--- config.mk ---
export PLATFORM = sky130hd
export DESIGN_NAME = mem_port_arbiter
export DESIGN_NICKNAME = d
export VERILOG_FILES = /design/src/rtl/cpu_pkg.sv /design/src/rtl/arb_priority_sel.sv /design/src/rtl/mem_port_arbiter.sv
export SDC_FILE = /design/constraint.sdc
export NUM_CORES = 1
export LEC_CHECK = 0
export BUFFER_PORTS_ARGS = -buffer_cell sky130_fd_sc_hd__buf_2
export CAP_MARGIN = 20
export CORE_UTILIZATION = 47
export DETAILED_ROUTE_END_ITERATION = 8
export GPL_TIMING_DRIVEN = 0
export HOLD_SLACK_MARGIN = 0.02
export PLACE_DENSITY = 0.8
export SLEW_MARGIN = 20
export SYNTH_ARGS = -nofsm -noshare
export SYNTH_HDL_FRONTEND = slang
export SYNTH_HIERARCHICAL = 1
export SYNTH_SLANG_ARGS = --single-unit
export TNS_END_PERCENT = 100
--- constraint.sdc ---
create_clock -name clock -period 4.8 [get_ports clock]
set_input_delay 0.24 -clock clock [delete_from_list [all_inputs] [get_ports clock]]
set_output_delay 0.24 -clock clock [all_outputs]
set_load 0.05 [all_outputs]
--- src/rtl/cpu_pkg.sv ---
// Shared CPU types and default widths used by the core top and the memory port arbiter.
package cpu_pkg;

  // Default datapath widths of the CPU core
  localparam int CPU_WIDTH            = 32;
  localparam int CPU_INSTRUCTIONWIDTH = 16;

  // Arbiter FSM states: IDLE arbitrates, ACCESS sequences the memory latency
  typedef enum logic {
    IDLE   = 1'b0,
    ACCESS = 1'b1
  } arb_state_t;

  // Requester that owns the access in flight
  typedef enum logic {
    FETCH = 1'b0,
    DATA  = 1'b1
  } arb_owner_t;

endpackage

--- src/rtl/arb_priority_sel.sv ---
// Winner selection for the shared memory port.
// Data wins by default. After STARVELIMIT consecutive data grants taken while
// fetch was waiting, fetch wins the next contested arbitration.
module arb_priority_sel #(
  parameter  int STARVELIMIT = 4,
  localparam int SW          = $clog2(STARVELIMIT + 1)
) (
  input  logic          clock,
  input  logic          reset,
  input  logic          fetchReq,
  input  logic          dataReq,
  input  logic          grantEn,
  output logic          grantData,
  output logic [SW-1:0] streak
);

  logic          atLimit;
  logic [SW-1:0] streakNext;

  // Pick the winner and compute the streak value after this arbitration
  always_comb begin
    atLimit    = (streak == SW'(STARVELIMIT));
    grantData  = dataReq & ~(fetchReq & atLimit);
    streakNext = streak;
    if (grantEn) begin
      if (grantData && fetchReq) begin
        streakNext = atLimit ? streak : streak + SW'(1);
      end else begin
        streakNext = '0;
      end
    end
  end

  // Count consecutive data grants that made fetch wait
  always_ff @(posedge clock or posedge reset) begin
    if (reset) begin
      streak <= '0;
    end else begin
      streak <= streakNext;
    end
  end

endmodule

--- src/rtl/mem_port_arbiter.sv ---
// Shares one single-ported synchronous memory between instruction fetch and
// the memory stage. Each access holds the port for a fixed latency, then
// returns registered data with a one-cycle done pulse to its owner.
//
// Requester handshake: a requester raises req with its address (and for data,
// we/wdata) and holds all of them stable until its done pulse. The done cycle
// is an arbitration cycle: a req still high in that cycle is a new request.
// A requester wanting a single access drops req during its done cycle.
// The FSM state is visible on busy (high exactly when in ACCESS).
module mem_port_arbiter import cpu_pkg::*; #(
  parameter int WIDTH            = CPU_WIDTH,
  parameter int INSTRUCTIONWIDTH = CPU_INSTRUCTIONWIDTH,
  parameter int LATENCY          = 2,
  parameter int STARVELIMIT      = 4
) (
  input  logic                        clock,
  input  logic                        reset,
  input  logic                        fetch_req,
  input  logic [WIDTH-1:0]            fetch_addr,
  output logic                        fetch_done,
  output logic [INSTRUCTIONWIDTH-1:0] fetch_rdata,
  input  logic                        data_req,
  input  logic                        data_we,
  input  logic [WIDTH-1:0]            data_addr,
  input  logic [WIDTH-1:0]            data_wdata,
  output logic                        data_done,
  output logic [WIDTH-1:0]            data_rdata,
  output logic                        mem_en,
  output logic                        mem_we,
  output logic [WIDTH-1:0]            mem_addr,
  output logic [WIDTH-1:0]            mem_wdata,
  input  logic [WIDTH-1:0]            mem_rdata,
  output logic                        fetch_stall,
  output logic                        data_stall,
  output logic                        busy
);

  localparam int CW = (LATENCY > 1) ? $clog2(LATENCY) : 1;
  localparam int SW = $clog2(STARVELIMIT + 1);

  arb_state_t                  state, stateNext;
  arb_owner_t                  owner, ownerNext;
  logic [CW-1:0]               cnt, cntNext;
  logic                        memEnQ, memEnNext;
  logic                        memWeQ, memWeNext;
  logic [WIDTH-1:0]            memAddrQ, memAddrNext;
  logic [WIDTH-1:0]            memWdataQ, memWdataNext;
  logic                        fetchDoneQ, fetchDoneNext;
  logic                        dataDoneQ, dataDoneNext;
  logic [INSTRUCTIONWIDTH-1:0] fetchRdataQ, fetchRdataNext;
  logic [WIDTH-1:0]            dataRdataQ, dataRdataNext;
  logic                        grantEn;
  logic                        grantData;
  logic [SW-1:0]               streak;

  arb_priority_sel #(
    .STARVELIMIT (STARVELIMIT)
  ) uPrioritySel (
    .clock     (clock),
    .reset     (reset),
    .fetchReq  (fetch_req),
    .dataReq   (data_req),
    .grantEn   (grantEn),
    .grantData (grantData),
    .streak    (streak)
  );

  // Next state and next register values for the arbitration/access sequence
  always_comb begin
    stateNext      = state;
    ownerNext      = owner;
    cntNext        = cnt;
    memEnNext      = memEnQ;
    memWeNext      = memWeQ;
    memAddrNext    = memAddrQ;
    memWdataNext   = memWdataQ;
    fetchDoneNext  = 1'b0;
    dataDoneNext   = 1'b0;
    fetchRdataNext = fetchRdataQ;
    dataRdataNext  = dataRdataQ;
    grantEn        = 1'b0;

    case (state)
      IDLE: begin
        memEnNext = 1'b0;
        memWeNext = 1'b0;
        if (fetch_req || data_req) begin
          grantEn   = 1'b1;
          memEnNext = 1'b1;
          stateNext = ACCESS;
          if (grantData) begin
            ownerNext    = DATA;
            memAddrNext  = data_addr;
            memWdataNext = data_wdata;
            memWeNext    = data_we;
            // Writes complete in one ACCESS cycle; reads wait out the latency
            cntNext      = data_we ? '0 : CW'(LATENCY - 1);
          end else begin
            ownerNext    = FETCH;
            memAddrNext  = fetch_addr;
            memWdataNext = '0;
            memWeNext    = 1'b0;
            cntNext      = CW'(LATENCY - 1);
          end
        end
      end

      ACCESS: begin
        if (cnt != '0) begin
          cntNext = cnt - CW'(1);
        end else begin
          if (owner == FETCH) begin
            fetchRdataNext = mem_rdata[INSTRUCTIONWIDTH-1:0];
            fetchDoneNext  = 1'b1;
          end else begin
            dataDoneNext = 1'b1;
            if (!memWeQ) begin
              dataRdataNext = mem_rdata;
            end
          end
          memEnNext = 1'b0;
          memWeNext = 1'b0;
          stateNext = IDLE;
        end
      end

      default: begin
        stateNext = IDLE;
        memEnNext = 1'b0;
        memWeNext = 1'b0;
      end
    endcase
  end

  // State and output registers; reset abandons any access in flight
  always_ff @(posedge clock or posedge reset) begin
    if (reset) begin
      state       <= IDLE;
      owner       <= FETCH;
      cnt         <= '0;
      memEnQ      <= 1'b0;
      memWeQ      <= 1'b0;
      memAddrQ    <= '0;
      memWdataQ   <= '0;
      fetchDoneQ  <= 1'b0;
      dataDoneQ   <= 1'b0;
      fetchRdataQ <= '0;
      dataRdataQ  <= '0;
    end else begin
      state       <= stateNext;
      owner       <= ownerNext;
      cnt         <= cntNext;
      memEnQ      <= memEnNext;
      memWeQ      <= memWeNext;
      memAddrQ    <= memAddrNext;
      memWdataQ   <= memWdataNext;
      fetchDoneQ  <= fetchDoneNext;
      dataDoneQ   <= dataDoneNext;
      fetchRdataQ <= fetchRdataNext;
      dataRdataQ  <= dataRdataNext;
    end
  end

  assign fetch_done  = fetchDoneQ;
  assign fetch_rdata = fetchRdataQ;
  assign data_done   = dataDoneQ;
  assign data_rdata  = dataRdataQ;
  assign mem_en      = memEnQ;
  assign mem_we      = memWeQ;
  assign mem_addr    = memAddrQ;
  assign mem_wdata   = memWdataQ;
  assign fetch_stall = fetch_req & ~fetchDoneQ;
  assign data_stall  = data_req & ~dataDoneQ;
  assign busy        = (state != IDLE);

endmodule
### Yosys cells after proc, flatten, opt, wreduce, memory -nomap -nowiden

Cells that the tools add are included.

| operators by class | value |
|---|---|
| $add $sub $neg | 2 |
| multiply operators | 0 |
| divide/modulo/power cells | 0 |
| order comparisons | 0 |
| eq/ne operators | 4 |
| shifts and indexed selects | 0 |
| mux-type cells | 25 |
| bitwise operators | 11 |
| reduce and logical (&&, ||, !) cells | 6 |

Operators with widths:

| kind | number |
|---|---|
| 32-bit 2-to-1 mux | 2 |
| 1-bit 2-to-1 mux | 17 |
| 1-bit one-hot mux with 2 select lines | 4 |
| 1-bit inverter | 7 |
| 3-bit 2-to-1 mux | 2 |
| 2-bit != test (second input constant) | 3 |
| 1-bit bitwise AND | 4 |
| 2-bit AND reduction | 2 |
| 4-bit AND reduction | 1 |
| 3-bit by 1-bit adder with 3-bit output (second input constant) | 1 |
| 3-bit == test (second input constant) | 1 |
| 3-bit AND reduction | 1 |
| 1-bit logical AND | 1 |
| 1-bit logical OR | 1 |
| 1-bit subtractor (second input constant) | 1 |

| storage, ports and cells | value |
|---|---|
| register bits | 122 |
| bits in latches | 0 |
| memory bits (writable) | 0 |
| memory bits (read-only) | 0 |
| output and inout port bits | 119 |
| memories kept | 0 |

### Longest topological paths before layout

Gate-level depths: netlist (run 1).

| depth | value |
|---|---|
| depth in word-level cells | 7 |
| gate-level depth with buffers | 7 |
| depth with buffers taken out | 5 |

### By module

The synthesis (run 1) kept the hierarchy.

Modules (own cells, without submodules):

| module | times used | cells an instance | area each (sq um) | sequential area each (sq um) |
|---|---|---|---|---|
| mem_port_arbiter | 1 | 362 | 5232.5 | 2977.9 |
| arb_priority_sel | 1 | 21 | 203.9 | 75.1 |

### Least setup slack after synthesis (run 1)

OpenSTA, ideal clock, no wires.

| timing | value |
|---|---|
| path type | register to register |
| start | register state, in the netlist busy |
| end | register uPrioritySel.streak[2] |
| library setup time | 0.136 ns |
| data arrival time | 1.652 ns |
| required time | 4.664 ns |
| setup slack | 3.012 ns |
| cell stages (with the launch flop) | 8 |
| path buffers | 3 |
| clock period less this slack | 1.788 ns |
| path through | dfrtp_1 o21ba_2 buf_6 buf_6 buf_6 and2_0 nand4_1 o311ai_2 |

| on the way | value |
|---|---|
| cells in the longest elaborated chain, start to end | 2 |

Ends and longest elaborated chain:

| item | RTL line | source |
|---|---|---|
| from (decl) | mem_port_arbiter.sv:41 | `arb_state_t state, stateNext;` |
| from (signal assigned) | mem_port_arbiter.sv:150 | `state <= stateNext;` |
| 1-bit 2-to-1 mux | mem_port_arbiter.sv:83 | `case (state)` |
| via grantEn | mem_port_arbiter.sv:52 | `logic grantEn;` |
| 2-bit AND reduction (no line) | - |  |
| to (signal assigned) | arb_priority_sel.sv:39 | `streak <= streakNext;` |
| to (decl) | arb_priority_sel.sv:14 | `output logic [SW-1:0] streak` |

The timed path passes the listed nets, and every way through them passes these cells.
A chain may end at the register's enable or synchronous reset.

### Final worst setup path (run 1)

| timing | value |
|---|---|
| start | register uPrioritySel.streak[0] |
| end | register memAddrQ[26], in the netlist mem_addr[26] |

| on the way | value |
|---|---|
| cells in the longest elaborated chain, start to end | 5 |

Ends and longest elaborated chain:

| item | RTL line | source |
|---|---|---|
| 3-bit == test | arb_priority_sel.sv:22 | `atLimit = (streak == SW'(STARVELIMIT));` |
| 1-bit bitwise AND | arb_priority_sel.sv:23 | `grantData = dataReq & ~(fetchReq & atLimit);` |
| 1-bit inverter | arb_priority_sel.sv:23 |  |
| 1-bit bitwise AND | arb_priority_sel.sv:23 |  |
| via grantData | mem_port_arbiter.sv:53 | `logic grantData;` |
| 32-bit 2-to-1 mux | mem_port_arbiter.sv:91 | `if (grantData) begin` |
| to (signal assigned) | mem_port_arbiter.sv:155 | `memAddrQ <= memAddrNext;` |
| to (decl) | mem_port_arbiter.sv:46 | `logic [WIDTH-1:0] memAddrQ, memAddrNext;` |

The timed path passes the listed nets, and every way through them passes these cells.

==> results list, run 1 <==
- The number of hold buffers added after CTS was 1.
* Avg Inst Size Synth: 14.2 um^2
- CTS tree: yes
* Launching element type of the critical path: flop
- Met2 wire len: 6.45 mm
* Overflow after GRT: 0
- # clock sinks: between 100 and 150
- In this run the count of I/O pins placed on the die edge is about 250.
- Hold Violations, Final: 0
- The via count of the first global-routing pass is 4100.
* Met1 routed wirelength after detailed routing: 4.97 mm
- Max-cap violations in this run came to 0.
* Net count after synthesis: about 520
- Fill cell count: 791
- In this run, synthesis inferred 0 flip-flops with an integrated enable.
- Height of the chip: 110 um
- The tightest min-delay check is of the in2reg type.
- For flop-to-flop paths, the worst setup slack is 2730 ps.
- Once the floorplan was initialized, standard cells occupied 49.3% of the core.
- CTS built an H-tree with a depth of 4.
- Accumulated negative setup slack: 0 ps
- Row generation in the floorplan step produced 38 rows.
* Crit path max-delay cell type: mux2_2
* Via-to-Cell Ratio: 4.86
- The detailed router finished its first iteration with 170 violations.
- Routability-driven placement finished with a final weighted congestion of 0.732.
* Predominant post-synthesis flop cell: dfrtp_1
* Synth-to-Final Area Change: 38.1%
- Together, buffers and inverters on the worst path number 2.
* Antenna violations before repair: 0
- In this run the tightest slew margin relative to its limit is 65.3%.
- Net count reported at finish: roughly 800
* Clock-pin transition on the worst setup and hold timing paths: 60 ps
- After clock tree synthesis, the setup repair step added 0 buffers.
- Most numerous cell types in the synthesized netlist: 122 x dfrtp_1, 83 x mux2_2, 38 x inv_1, 33 x mux2i_1, 33 x nand2_1
* Cell accounting for the most synthesized area: dfrtp_1
- In this run the critical register-to-register path is launched from uPrioritySel/streak[0].
- Worst endpoint required time: 5090 ps
- The critical path crosses 6 cells after its start point.
- At the pin with the least slew margin, the transition time is approximately 520 ps.
* Flip-flop and latch count after synthesis: 122
* Most used standard cell by instance count after synthesis: dfrtp_1
- The largest single stage delay on the critical path is approximately 380 ps.
- Setup repair after global routing left no endpoint under its margin.
* Remaining antenna violation count after routing: 0
* Fraction of synthesized cell area taken by the top area cell type: 56.2%
- WS Path Type: reg2reg
- Pin count of the biggest net entering global routing: a little over 80
- Core region area: 0.0110 mm^2
- After synthesis the cells add up to 0.00544 mm^2.
* Die width: 110 um
- Final setup violation count: 0
* Worst-case clock buffer depth: 2
- Hold endpoint: data_rdata[25]
* Routed via count: approximately 3900
- All-Layer GR Usage: 21.7%
- In this design, the critical path's most frequently occurring cell is mux2_2.
* Root Buffer Master: clkbuf_16
- The worst register-to-register path ends at mem_addr[26].
- Area contributors post-synth: dfrtp_1 56%, mux2_2 17%, mux2_4 8.3%
* Final clock skew: 6.39 ps
- Result of the run: finished clean
- Wire length of the first global-routing pass: 19.5 mm
- After technology mapping, the gate count stands at 383.
* Port bufs: 251
- The netlist uses 30 different library cells.
* Family with the most delay on the worst path: multiplexers
- Summed over all nets, the half-perimeter wirelength after detailed placement is 9.50 mm.
* Drt pass-1 iters: 4
* Data arrival time of the worst path: 2360 ps
* Hold slack: 58.6 ps
- Dividing the detail-routed wire length by the instance count gives 15.6 um.
- The worst setup path is captured at a flop.
* Final Max Slew Viols: 0
- In this run the most critical hold path is launched from mem_rdata[25].
- Summed over all nets, wire length on met3 after detailed routing comes to 972 um.
* Clock latency reported for the late side of the worst-skew pair: 400 ps
* Maximum frequency from static timing analysis: 483 MHz
- Fraction of final layout cells with drive strength greater than 1: 63.2%
- Fin cells: 808
- After detailed routing, no signal wire sits above met4.
* Number of inserted diodes: 0
- Detailed Route WL: 12.6 mm
- Once placement completed, the tool counted placed cells totaling 775.
- The routed design could run at a clock period as short as approximately 2100 ps.
- Top fanout value on the critical path: 10
* Tcrit/Tclk final: 43.1%
* DRC viols: 0
- During synthesis, Yosys emitted a total of 6 warnings.
* Area enclosed by the die boundary: approximately 0.012 mm^2
- Cell-by-cell listing of the critical path: inv_1 -> ha_1 -> a31oi_1 -> buf_2 -> mux2_2 -> mux2_2
- After synthesis, flip-flops and latches occupy 56.2% of the total area.
* Async set or reset register ratio after synthesis: 100%
- Depth of the most critical reg-to-reg path: 6
- Post_cts resized: 0
* TritonCTS buffer count: 17
* Hold Crit Depth: 2
==> cells by family after synthesis <==
| logic type | count (synthesis) | share of synthesized area [%] |
|---|---|---|
| multiplexers | 146 | 31.6 |
| AND/OR/NAND/NOR | 47 | 4.30 |
| buffers and inverters | 58 | 6.17 |
| adder cells (fa/ha/maj) | 2 | 0.460 |
| flip-flops | 122 | 56.2 |
| AO/OA/AOI/OAI | 8 | 1.36 |
==> worst register-to-register path, stage by stage (launching register included) <==
cell	delay [ps]
dfrtp_1	350
inv_1	70
ha_1	220
a31oi_1	330
buf_2	340
mux2_2	380
mux2_2	260
==> cell usage in the layout (no fill, tap or decap), types with 4 or more instances in the layout <==
cell type	count
clkbuf_16	17
clkbuf_8	4
buf_6	7
dfrtp_1	122
inv_1	37
mux2_2	83
buf_2	255
clkbuf_1	4
mux2_4	30
mux2i_1	33
nand2_1	33
==> flip-flops by register name (all words and copies together) (netlist names), 3 cells and up <==
signal / count
data_rdata: 32
fetch_rdata: 16
mem_addr: 32
mem_wdata: 32
uPrioritySel/streak: 3
==> worst max path at each step <==
stage               slack (ps)              startpoint           end
finish                    2730  uPrioritySel/streak[0]  mem_addr[26]
global route              2540  uPrioritySel/streak[0]  mem_wdata[4]
CTS                       2670  uPrioritySel/streak[0]  mem_addr[26]
detailed placement        2680  uPrioritySel/streak[0]  mem_addr[26]
global placement           270                   reset  mem_addr[25]
floorplan                 1400                   reset          busy
==> per-layer routing <==
metal	vias to the layer above	GRT usage, %
met5	-	0
met4	0	8.76
met3	15	6.46
met2	170	38.6
met1	1897	24.4
li1	1841	-
==> cell type report <==
class / instances / area, um^2 / area share (%)
timing repair buffer: 253 / 1290 / 17.2
sequential: 122 / 3050 / 40.7
clock buffer: 22 / 484 / 6.45
inverter: 38 / 148 / 1.97
multi-input combinational: 203 / 2050 / 27.3
buffer: 20 / 193 / 2.57
clock inverter: 10 / 115 / 1.53
tap: 140 / 175 / 2.33
==> through the flow <==
step	util [%]	worst slack, ps	cell area [um^2]
final	68.1	2730	7510
after global routing	68.1	2540	7510
after CTS	68.1	2670	7510
after detailed placement	62.6	2680	6900
after global placement	62.3	268	6870
after floorplan	-	1400	5440
Power of run 1 is not shown: default switching activity piles up to over one toggle a cycle in this logic, so the estimate is an artifact.
==> run 2, diff against run 1 <==
--- a/config.mk
+++ b/config.mk
@@ -7,11 +7,11 @@
 export LEC_CHECK = 0
 export BUFFER_PORTS_ARGS = -buffer_cell sky130_fd_sc_hd__buf_2
 export CAP_MARGIN = 20
-export CORE_UTILIZATION = 47
+export CORE_UTILIZATION = 42
 export DETAILED_ROUTE_END_ITERATION = 8
 export GPL_TIMING_DRIVEN = 0
 export HOLD_SLACK_MARGIN = 0.02
-export PLACE_DENSITY = 0.8
+export PLACE_DENSITY = 0.76
 export SLEW_MARGIN = 20
 export SYNTH_ARGS = -nofsm -noshare
 export SYNTH_HDL_FRONTEND = slang
==> constraint.sdc (replaced) <==
create_clock -name clock -period 1.9 [get_ports clock]
set_input_delay 0.095 -clock clock [delete_from_list [all_inputs] [get_ports clock]]
set_output_delay 0.095 -clock clock [all_outputs]
set_load 0.05 [all_outputs]
==> results list, run 2 (same netlist as run 1, synthesis figures left out) <==
- The flow ran to the end, and the final reports show no timing, DRC or antenna violations.
- The pre-antenna-repair detailed-routing pass consisted of 4 iterations.
- Global routing used 21.8% of the available tracks across all layers.
- The clock network burns 19.6% of the power.
* Max capacitance violation total: 0
- Across all setup checks in the final design, the least slack found is 88.0 ps.
- Number of top-level design ports: 252
- At the worst endpoint, the required time is 2190 ps.
* Accumulated negative setup slack: 0 ps
- In this run the static leakage power is about 4.2 nW.
- Core region area: around 0.013 mm^2
* Die width: approximately 120 um
- DRC viols: 0
- Combinational cells account for a little over half of the total power.
* Area enclosed by the die boundary: 0.0134 mm^2
- Switching part of the total: 47.1%
* Cell internal pwr: between 9 and 10 mW
- Num rows: 41
- TritonCTS built the clock tree.
- Capturing element type of the critical path: flop
- Routed via count: 4299
* Post-DP Area: 0.00698 mm^2
- CTS placed an instance of clkbuf_16 at the clock tree root.
- Wire length of the first global-routing pass: between 20 and 25 mm
* Detailed Route WL: 14.5 mm
* Number of inserted diodes: 0
- WS Path Type: reg2reg
* Tcrit/Tclk final: 95.4%
- The clock tree synthesis step divided the H-tree into 4 levels.
- Clock-pin transition on the worst setup and hold timing paths: 50 ps
- At the later pin of the worst-skew pair, clock insertion delay measures 410 ps.
* Max-slew headroom at the worst pin: 51.3%
- Detailed router's first-iteration violation count: roughly 190
- Based on the critical path, the design can be clocked at up to 552 MHz.
* Number of global-route vias before repair: ~4700
* Final clock skew: 4.80 ps
* Initial core utilization: a little over two fifths
- Fraction of final layout cells with drive strength greater than 1: roughly 58%
- Of all nets on the critical path, the largest fanout is 10.
* Final setup violation count: 0
* Net count reported at finish: about 860
- # clock sinks: 122
* Met3 routed WL: 1.02 mm
- The detail route stage leaves a number of antenna-violating nets equal to 0.
* Slew at the pin with the worst max-slew slack: 728 ps
- Final routed wire length divided by cell count: 15.9 um
* Final HPWL from detailed placement: 9.85 mm
- In the layout the commonest cells are 251 x buf_2, 122 x dfrtp_1, 83 x mux2_2.
- After detailed routing, the wire length on met1 is 5.59 mm.
- Routed signal wires occupy layers up through met4.
- After routing the design area is 0.00833 mm^2.
* Switching component of the power: between 8 and 9 mW
- Launching element type of the critical path: flop
- Class of the tightest hold or removal check: in2reg
- Worst slack, placed: -238 ps
* TritonCTS buffer count: 17
- Minimum clock period after layout: 1810 ps
- Antenna violations before repair: 0
- Via-to-Cell Ratio: around 4.7
* Final Max Slew Viols: 0
* Sequential power share: 27.0%
- Data arrival time of the worst path: 2100 ps
* Most frequent standard cell in the layout excluding fill and tap cells: buf_2
* Overflow after GRT: 0
* Pin count of the biggest net entering global routing: 36
- Worst voltage drop across the vdd grid: 1.51 mV
- Port bufs: roughly 250
- At the end of routability-driven placement, the weighted congestion stood at about 0.72.
- Hold Violations, Final: 0
- Setup repair after global routing left no endpoint under its margin.
- Measured along the y axis, the die boundary spans around 120 um.
* Fill cell count: 949
- Fin cells: 908
* Worst-case clock buffer depth: 2
* Met2 wire len: 7.38 mm
- From synthesis to final layout, the design area changed by 53.2%.
- In this run, placement finished with an instance count of 809.
* Power Density: ~2100 mW/mm^2
- Overall power consumption after layout is estimated at around 17 mW.
run 2: cell count changes in the layout (fill, tap and decap cells not counted), sizes merged:
cell         delta
dlygate4sd3    +65
clkbuf          +4
buf             +3
clkinv          -2
inv             -2
bufinv          +1
clkinvlp        -1
run 2: repair_timing:
action,4_1_cts,5_1_grt
resized for setup,8,11
pin swaps,0,1
cloned,0,1
hold endpoints to repair,110,0
setup endpoints to repair,62,51
buffers inserted,0,0
hold buffers,66,0
run 2: final timing paths:
kind	startpoint	to	slack (ps)	cells after the start
worst max-delay path	uPrioritySel/streak[0]	mem_addr[0]	90	6
worst min-delay path	data_addr[15]	mem_addr[15]	40	3
worst max register to register	uPrioritySel/streak[0]	mem_addr[0]	90	6
worst min register to register	mem_addr[6]	mem_addr[6]	500	1
max in group asynchronous	reset	data_rdata[0]	910	4
min in group asynchronous	reset	uPrioritySel/streak[0]	140	3
run 2: power groups by stage:
stage | Combinational (mW) | Sequential [mW] | Clock, mW
after global routing | 9.56 | 4.77 | 3.54
final | 9.15 | 4.62 | 3.37
after global placement | 8.85 | 4.56 | 0
after detailed placement | 9.02 | 4.61 | 0
after floorplan | 2.68 | 8.88 | 0
after CTS | 9.15 | 4.62 | 3.44
run 2: per-stage QoR:
| stage | hold slack (ps) | utilization [%] |
|---|---|---|
| global route | 37.3 | 66.0 |
| CTS | 23.8 | 65.7 |
| detailed placement | 2.51 | 55.3 |
| finish | 44.7 | 66.0 |
| floorplan | -151 | - |
| global placement | -5.33 | 54.8 |
run 2: worst max-delay path, cell delays in order (launching register included):
cell     delay, ps
dfrtp_1        350
inv_1           90
ha_4           190
a31oi_4        240
buf_6          210
mux2_2         360
mux2_2         260
run 2: metal layers:
layer | global-route usage (%) | vias to the layer above
met4 | 13.3 | 0
met1 | 22.8 | 2079
met2 | 37.8 | 196
met5 | 0 | -
met3 | 7.22 | 44
li1 | - | 1980
run 2: cell type report:
class	instances	area (um^2)	share of cell area [%]
Buffer	20	221	2.66
Clock buffer	26	519	6.23
Clock inverter	6	108	1.29
Inverter	38	146	1.76
Multi-Input combinational cell	203	2080	24.9
Sequential cell	122	3050	36.6
Tap cell	172	215	2.58
Timing Repair Buffer	321	1990	23.9
Note: power is estimated with default switching activity, not from simulation.
==> run 3, diff against run 2 <==
--- a/config.mk
+++ b/config.mk
@@ -12,6 +12,7 @@
 export GPL_TIMING_DRIVEN = 0
 export HOLD_SLACK_MARGIN = 0.02
 export PLACE_DENSITY = 0.76
+export RECOVER_POWER = 50
 export SLEW_MARGIN = 20
 export SYNTH_ARGS = -nofsm -noshare
 export SYNTH_HDL_FRONTEND = slang
==> results list, run 3 (same netlist as run 1, synthesis figures left out) <==
- Number of global-route vias before repair: between 4000 and 5000
- Max-slew headroom at the worst pin: 41.8%
- Buffers added to address setup during post-CTS repair amount to 0.
- CTS saw 122 sinks.
- The path class of the tightest hold or removal check is in2reg.
* Fraction of final layout cells with drive strength greater than 1: 50.1%
* Hold Violations, Final: 0
- STA classifies the critical path endpoint as a flop.
* Port bufs: 251
* Maximum frequency from static timing analysis: 553 MHz
- The library cell used most frequently in the layout, excluding fill and tap cells, is buf_2.
- For this design the ratio of total power to cell area is about 2100 mW/mm^2.
- Routed via count: 4287
- Remaining antenna violation count after routing: 0
- The clock reaches the later pin of the worst-skew pair after 410 ps.
- The die is 116 um wide.
- Worst-case clock buffer depth: 2
* Family with the most delay on the worst path: multiplexers
- Routability-driven placement finished with a final weighted congestion of approximately 0.7.
- Dividing the final minimum period by the clock period gives 95.3%.
- Reg-to-reg slack, setup: approximately 90 ps
- 0 antenna diodes ended up in the layout.
- Overflow after GRT: 0
- WP buf/inv: 2
- TritonCTS buffer count: 17
- Drt pass-1 iters: 4
- In the routed design, unresolved DRC markers number 0.
- The core region is 0.0126 mm^2.
- Using the TritonRoute via totals, the vias-per-cell ratio works out to 4.72.
- The worst setup path is of the reg2reg kind.
* CTS tree: yes
- The first routing iteration left 151 violations.
- STA classifies the critical path startpoint as a flop.
- Between clock sinks in the finished design, the worst skew comes to 4.53 ps.
- The die covers 0.0134 mm^2.
- The H-tree was split into 4 levels.
* Accumulated negative setup slack: 0 ps
- Traced cell by cell, the critical path runs through inv_1 -> ha_4 -> a31oi_4 -> buf_6 -> mux2_2 -> mux2_2.
- In this run the clock root is driven by a clkbuf_16.
* Slew at the pin with the worst max-slew slack: 873 ps
* Initial core utilization: 43.1%
- Data on the critical path is required at its endpoint by 2190 ps.
- Setup violations remaining at the end of the flow were counted as 0.
* Clock-pin transition on the worst setup and hold timing paths: around 50 ps
- Across the VDD grid, the largest voltage drop is 1.50 mV.
- Antenna violations before repair: 0
* Final routed wire length divided by cell count: 16.0 um
* Minimum clock period after layout: 1810 ps
- Top fanout value on the critical path: 10
- Entering global routing, the biggest net connects 36 pins.
- Height of the chip: about 120 um
- For this run, the slowest stage of the critical path takes 360 ps.
- Num rows: 41
* Max capacitance violation total: 0
- Setup repair after global routing left no endpoint under its margin.
* Result of the run: finished clean
- Final HPWL from detailed placement: 9.85 mm
- Data arrival time of the worst path: 2100 ps
* Final WS setup: 90.1 ps
- Net count reported at finish: 858
- Crit path max-delay cell type: mux2_2
* All-Layer GR Usage: 21.8%
* Wire length of the first global-routing pass: around 22 mm
* Synth-to-Final Area Change: 50.9%
- In the layout the commonest cells are 192 x buf_2, 122 x dfrtp_1, 83 x mux2_2.
- Detailed Route WL: 14.5 mm
- Leakage power summed over all cells: 4.01 nW
- Number of top-level design ports: 252
* Final Max Slew Viols: 0
* Most Frequent Cell on Critical Path: mux2_2
- OpenSTA, run right after detailed placement, puts the worst setup slack at -238 ps.
## run 3: changes by cell type in the layout (fill, tap and decap cells not counted)
cell	change
buf_12	-2
buf_16	-1
buf_2	-59
clkbuf_1	+59
clkbuf_2	+3
## run 3: area by class of cell
class                   count  area (um^2)
fillers                   993         4420
repair buffers            321         1870
well taps                 172          215
multi-input cells         203         2080
inverters                  38          146
flip-flops and latches    122         3050
plain buffers              20          221
clock buffers              26          519
clock inverters             6          108
## run 3: final timing paths
kind | startpoint | end | cells after the start
max in group asynchronous | reset | mem_addr[7] | 4
setup reg to reg | uPrioritySel/streak[0] | mem_addr[0] | 6
hold reg to reg | mem_addr[1] | mem_addr[1] | 1
min in group asynchronous | reset | uPrioritySel/streak[0] | 3
hold / removal | data_addr[15] | mem_addr[15] | 3
setup / recovery | uPrioritySel/streak[0] | mem_addr[0] | 6
## run 3: power breakdown
| part | internal [mW] | switching (mW) | total [mW] |
|---|---|---|---|
| Sequential | 3.88 | 0.761 | 4.64 |
| Combinational | 2.74 | 6.23 | 8.96 |
| Clock | 2.27 | 1.10 | 3.37 |
## run 3: tightest hold or removal path, cell delays in order
cell	delay [ps]
buf_2	70
mux2_2	120
mux2_2	130
## run 3: stage by stage
stage	hold WS (ps)	instance area, um^2	power, mW	util (%)	cells
3_5_place_dp	2.51	6980	13.6	55.3	809
4_1_cts	23.8	8300	17.2	65.7	907
6_report	43.9	8200	17.0	65.0	908
3_3_place_gp	-5.33	6910	13.4	54.8	806
2_1_floorplan	-151	5440	11.6	-	383
5_1_grt	37.3	8200	17.7	65.0	908
## run 3: layer usage
| metal | vias up | share of wire, % | global-route usage (%) |
|---|---|---|---|
| met1 | 2059 | 38 | 22.8 |
| met2 | 201 | 51 | 37.8 |
| met4 | 0 | 3.3 | 13.3 |
| met3 | 43 | 7.3 | 7.22 |
| li1 | 1984 | - | - |
| met5 | - | 0 | 0 |
## run 3: repair_timing
action,CTS,global route
gates cloned,0,1
setup endpoints to repair,62,51
hold buffers,66,0
pin swaps,0,1
hold endpoints to repair,110,0
gates resized for setup,8,11
